$ cat src/rtl/psk_pkg.sv
// Shared constants for the PSK receive path: mode encodings, PRBS-7 taps, checker states.
// Latency: n/a (package only).
// Backpressure: n/a.
package psk_pkg;

  // MODE_CTRL encodings (one-hot); any other value means "ignore input".
  localparam logic [3:0] MODE_BPSK = 4'b0001;
  localparam logic [3:0] MODE_QPSK = 4'b0010;
  localparam logic [3:0] MODE_MIX  = 4'b0100;

  // PRBS-7 polynomial x^7 + x^6 + 1: tap positions (1-based).
  localparam int PRBS7_TAP_HI = 7;
  localparam int PRBS7_TAP_LO = 6;

  typedef enum logic {
    ST_SEARCH = 1'b0,
    ST_LOCKED = 1'b1
  } chk_state_e;

endpackage

$ cat src/rtl/prbs_self_sync.sv
// Self-synchronising PRBS-7 predictor: up to two bits per cycle, first bit chained into the second.
// Latency: err/nbits combinational from the symbol; shift register updates on the next clk edge.
// Backpressure: none, every valid symbol is consumed in its cycle.
//
// Ports:
//   clk, rst     clock, synchronous active-high reset (shift register to 0)
//   sym_vld      symbol present this cycle
//   sym_two      1: two bits, sym_dat[1] first then sym_dat[0]; 0: one bit sym_dat[0]
//   sym_dat      symbol bits
//   nbits        number of bits consumed this cycle (0..2)
//   err          per-bit mismatch against prediction, err[0] = first bit
module prbs_self_sync
  import psk_pkg::*;
(
  input  logic       clk,
  input  logic       rst,
  input  logic       sym_vld,
  input  logic       sym_two,
  input  logic [1:0] sym_dat,
  output logic [1:0] nbits,
  output logic [1:0] err
);

  logic [6:0] sr_q, sr_d;
  logic [6:0] sr_mid;
  logic       b0, b1;

  always_comb begin
    b0     = sym_two ? sym_dat[1] : sym_dat[0];
    b1     = sym_dat[0];
    // Shift register after the first bit, used to predict the second bit.
    sr_mid = {sr_q[5:0], b0};
    sr_d   = sr_q;
    nbits  = 2'd0;
    err    = 2'b00;
    if (sym_vld) begin
      err[0] = b0 ^ sr_q[PRBS7_TAP_HI-1] ^ sr_q[PRBS7_TAP_LO-1];
      nbits  = 2'd1;
      sr_d   = sr_mid;
      if (sym_two) begin
        err[1] = b1 ^ sr_mid[PRBS7_TAP_HI-1] ^ sr_mid[PRBS7_TAP_LO-1];
        nbits  = 2'd2;
        sr_d   = {sr_mid[5:0], b1};
      end
    end
  end

  always_ff @(posedge clk) begin
    if (rst) begin
      sr_q <= '0;
    end else begin
      sr_q <= sr_d;
    end
  end

endmodule

$ cat config.mk
export PLATFORM = sky130hd
export DESIGN_NAME = prbs_self_sync
export DESIGN_NICKNAME = d
export VERILOG_FILES = /design/src/rtl/psk_pkg.sv /design/src/rtl/prbs_self_sync.sv
export SDC_FILE = /design/constraint.sdc
export NUM_CORES = 1
export LEC_CHECK = 0
export ABC_AREA = 1
export CORE_AREA = 2 2 39 41
export DETAILED_ROUTE_END_ITERATION = 8
export DIE_AREA = 0 0 41 43
export PLACE_DENSITY_LB_ADDON = 0.2
export SLEW_MARGIN = 20
export SYNTH_ARGS = -nofsm -noshare
export SYNTH_HDL_FRONTEND = slang
export SYNTH_SLANG_ARGS = --single-unit
$ cat constraint.sdc
create_clock -name clk -period 1.35 [get_ports clk]
set_clock_uncertainty 0.2 [all_clocks]
set_input_delay 0.135 -clock clk [delete_from_list [all_inputs] [get_ports clk]]
set_output_delay 0.135 -clock clk [all_outputs]
set_load 0.03 [all_outputs]
# Word-level counts from Yosys, hierarchy flattened
# Index checks and enable logic that the tools add are counted.
[word_totals]
reg_bits = 7
latch_bits = 0
ramBits = 0
romBits = 0
inputBits = 6
out_inout_bits = 4
elab_cells = 11
memories = 0
[classes]
add_sub_neg = 0
multipliers = 0
div_mod_pow = 0
magnitude_cmp = 0
n_eq_ne = 0
shift = 0
n_mux = 6
bitwise_logic = 4
reduce_logical = 0
[op_table]
columns = ["op", "n"]
rows = [
  ["7-bit 2-to-1 mux", 1],
  ["2-bit 2-to-1 mux", 3],
  ["1-bit bitwise XOR", 4],
  ["1-bit 2-to-1 mux", 2],
]

# Depth between registers and ports, before layout
[logic_depth]
ltp_word = 4
mapped_depth = 6
mapped_depth_nobuf = 6

# Worst setup path after synthesis
# OpenSTA, ideal clock, no wires.
[synth_path]
kind = "register -> output"
from = "register sr_q[5]"
to = "output port err[1]"
arrival_time_ns = 1.088
t_required_ns = 1.015
slack_ns = -0.073
path_stages_with_launch = 5
path_buffers = 0
path_cell_list = "dfxtp_1 inv_1 nand2_1 nand3_1 a21oi_1"
[synth_between]
elab_chain_len = 4
[synth_lines]
columns = ["element", "line", "rtl"]
rows = [
  ["from (decl)", "prbs_self_sync.sv:24", "logic [6:0] sr_q, sr_d;"],
  ["from (signal assigned)", "prbs_self_sync.sv:52", "sr_q <= sr_d;"],
  ["1-bit bitwise XOR (2 in a row)", "prbs_self_sync.sv:41", "err[1] = b1 ^ sr_mid[PRBS7_TAP_HI-1] ^ sr_mid[PRBS7_TAP_LO-1];"],
  ["1-bit 2-to-1 mux", "prbs_self_sync.sv:40", "if (sym_two) begin"],
  ["2-bit 2-to-1 mux", "prbs_self_sync.sv:36", "if (sym_vld) begin"],
  ["to (decl)", "prbs_self_sync.sv:21", "output logic [1:0] err"],
]
# No other way between the ends.

# Worst setup path after layout
[layout_path]
from = "input port sym_dat[1]"
to = "output port err[0]"
[layout_between]
elab_chain_len = 4
[layout_lines]
columns = ["element", "line", "rtl"]
rows = [
  ["from (decl)", "prbs_self_sync.sv:19", "input logic [1:0] sym_dat,"],
  ["1-bit 2-to-1 mux", "prbs_self_sync.sv:29", "b0 = sym_two ? sym_dat[1] : sym_dat[0];"],
  ["1-bit bitwise XOR (2 in a row)", "prbs_self_sync.sv:37", "err[0] = b0 ^ sr_q[PRBS7_TAP_HI-1] ^ sr_q[PRBS7_TAP_LO-1];"],
  ["2-bit 2-to-1 mux", "prbs_self_sync.sv:36", ""],
]
# No other way between the ends.

==> qor.yml <==
outcome:
  outcome: "finished with violations"
  violations: "negative setup slack"
timing:
  post-route-min-period_ns: 1.46
  finalCritPeriodShare_pct: 108
  worst_pin_slew_ns: 0.195
  max_slew_margin_pct: 87.0
  holdWs_ns: 0.200
  clock.fmax_mhz: 684
  setup_viol: 2
  finalHoldViolations: 0
  setup_slack_ns: -0.112
  slew_violations: 0
  rsz0062_at_grt: "yes"
worst_hold_path:
  min_path_type: "in2reg"
clock_tree:
  cts_hold_buf: 0
  path_clk_slew_ns: 0.05
  numCtsBuffers: 3
  cts_tree: "done"
  cts-root-buf: "clkbuf_4"
  clkSinkCount: 7
  insertion_delay_ns: 0.25
  clk_path_buf_depth: 2
  ctsHtreeMaxLevel: 1
critical_path:
  worst_setup_path_start_kind: "input pin"
  crit_required_ns: 1.01
  path_buf_inv: 3
  crit_type: "in2out"
  cp.arrival_ns: 1.13
  cp-startpoint: "sym_dat[1]"
  endpoint: "err[0]"
  cp_max_fo: 2
  r2r-start: "sr_q[5]$_SDFFE_PP0P_"
  path_depth: 8
  max_stage_delay_ns: 0.46
  r2r-end: "sr_q[5]$_SDFFE_PP0P_"
  crit_chain: "clkdlybuf4s50_1, nand2_1, inv_2, nor2_1, nand2_1, nand2_1, nor2_2, buf_6"
  critPathCaptureType: "primary output"
  r2r_cells: 5
  critPathMostFrequentCell: "nand2_1"
  r2r_slack_ns: 0.34
  crit_family: "buffers and inverters"
  cp_slowest_cell: "clkdlybuf4s50_1"
detailed_routing:
  drtIter0Drc: 10
  via_per_inst: 4.36
  vias: 488
  drc: 0
  drtAntennaViolNets: 0
  wl_um: 940
  firstDrtPassIters: 4
  drt-wirelength-per-cell_um: 8.39
placed_design:
  dp_slack_ns: -0.200
  globalplace.congestion: 0.709
  dp_hpwl_um: 705
  port_buffers: 9
  post-place-cells: 106
synthesis:
  ys_seq_elements: 7
  synth_cells: 76
  synth-seq-area-share_pct: 33.3
  synth_cell_types: 9
  syn_avg_cell_area_um2: 5.53
  synth_area_um2: 420
  synth_warnings: 0
  synth_nets: 82
power:
  p_leak_nw: 0.357
  p_total_uw: 510
  power.density_nw_per_um2: 812
  peakVddDrop_mv: 0.485
final_layout:
  drive_above_1_share_pct: 28.1
  regArea_um2: 148
  layout_commonest_cell: "nand2_1"
  final_cell_mix: "nand2_1, inv_1, buf_4"
  largest_register: "sr_q"
  reg.largest.list: "sr_q: 7 flops"
  fill_cells: 160
  syn_to_final_growth_pct: 49.4
  stdcell_count: 112
  antenna_cells: 0
  layout.nets: 103
  multiInputGateArea_um2: 235
  largest_reg_flops: 7
die:
  die_y_um: 43
  rows: 14
  die_x_um: 41
  initial_core_util_pct: 30.4
  core_area_um2: 1380
  pin_count: 10
  die_area_um2: 1760
global_route:
  grt_max_degree: 8
  grt_pass1_wl_mm: 1.68
  grt_antenna_before_repair: 0
  grt_pass1_vias: 427
  grt_usage_pct: 14.6
  grt.overflow.total: 0
flow_run:
  max_cap_violations: 0
[tightest hold or removal path, delay by kind of cell]
kind / cells / cell delay, ns
compound gates: 1 / 0.05
buf+inv: 2 / 0.42
[per-stage QoR]
step	setup TNS [ns]	area (µm²)	util, %
finish	-0.202	628	45.4
global route	-0.325	628	45.4
floorplan	0	427	-
detailed placement	-1.12	564	40.8
CTS	-0.229	621	44.8
global placement	-1.16	564	40.8
[power by group]
part	switching [mW]	internal (mW)
Sequential	0.00515	0.210
Combinational	0.0556	0.0473
Clock	0.0789	0.113
[per-layer routing]
metal  up-vias  share of wire [%]  track usage (%)
li1        267                  -                -
met1       205                 47             18.8
met2        11                 43             18.8
met3         5                6.4             4.71
met4         0                4.0             12.0
met5         -                  0                0
[repair_timing]
action,in CTS,in global routing
endpoints found under the setup margin,4,2
pin swaps,2,4
gates resized for setup,13,5
setup buffers,2,0
[final cells by class]
type / count / share of cell area [%]
Timing Repair Buffer: 16 / 22.3
Tap cell: 16 / 3.19
Multi-Input combinational cell: 54 / 37.5
Sequential cell: 7 / 23.5
Clock buffer: 4 / 4.18
Inverter: 15 / 9.36
[worst min-delay path by stage]
stage / startpoint / slack [ns] / cells past startpoint / to
floorplan: sym_vld / 0.02 / 1 / sr_q[0]$_SDFFE_PP0P_
global placement: sr_q[0]$_SDFFE_PP0P_ / 0.34 / 2 / sr_q[0]$_SDFFE_PP0P_
detailed placement: sr_q[0]$_SDFFE_PP0P_ / 0.35 / 2 / sr_q[0]$_SDFFE_PP0P_
CTS: sym_vld / 0.20 / 3 / sr_q[0]$_SDFFE_PP0P_
global route: sym_vld / 0.23 / 3 / sr_q[0]$_SDFFE_PP0P_
finish: sym_vld / 0.20 / 3 / sr_q[0]$_SDFFE_PP0P_
[cells by family (layout without fill, tap and decap cells)]
family / Yosys count / count (layout) / share of synthesized area (%)
AO/OA/AOI/OAI: 4 / 4 / 4.76
buffers and inverters: 15 / 35 / 13.4
flip-flops: 7 / 7 / 33.3
AND/OR/NAND/NOR: 50 / 50 / 48.5
[synthesized netlist by cell type]
master    n  area share [%]
nor2_1    3             2.7
nand3_1   7             8.3
nand2_1  39              35
nor2_4    1             2.7
inv_2     2             1.8
a21oi_1   2             2.4
dfxtp_1   7              33
inv_1    13              12
o21ai_0   2             2.4
No activity file was read; power rests on OpenSTA's default activity.
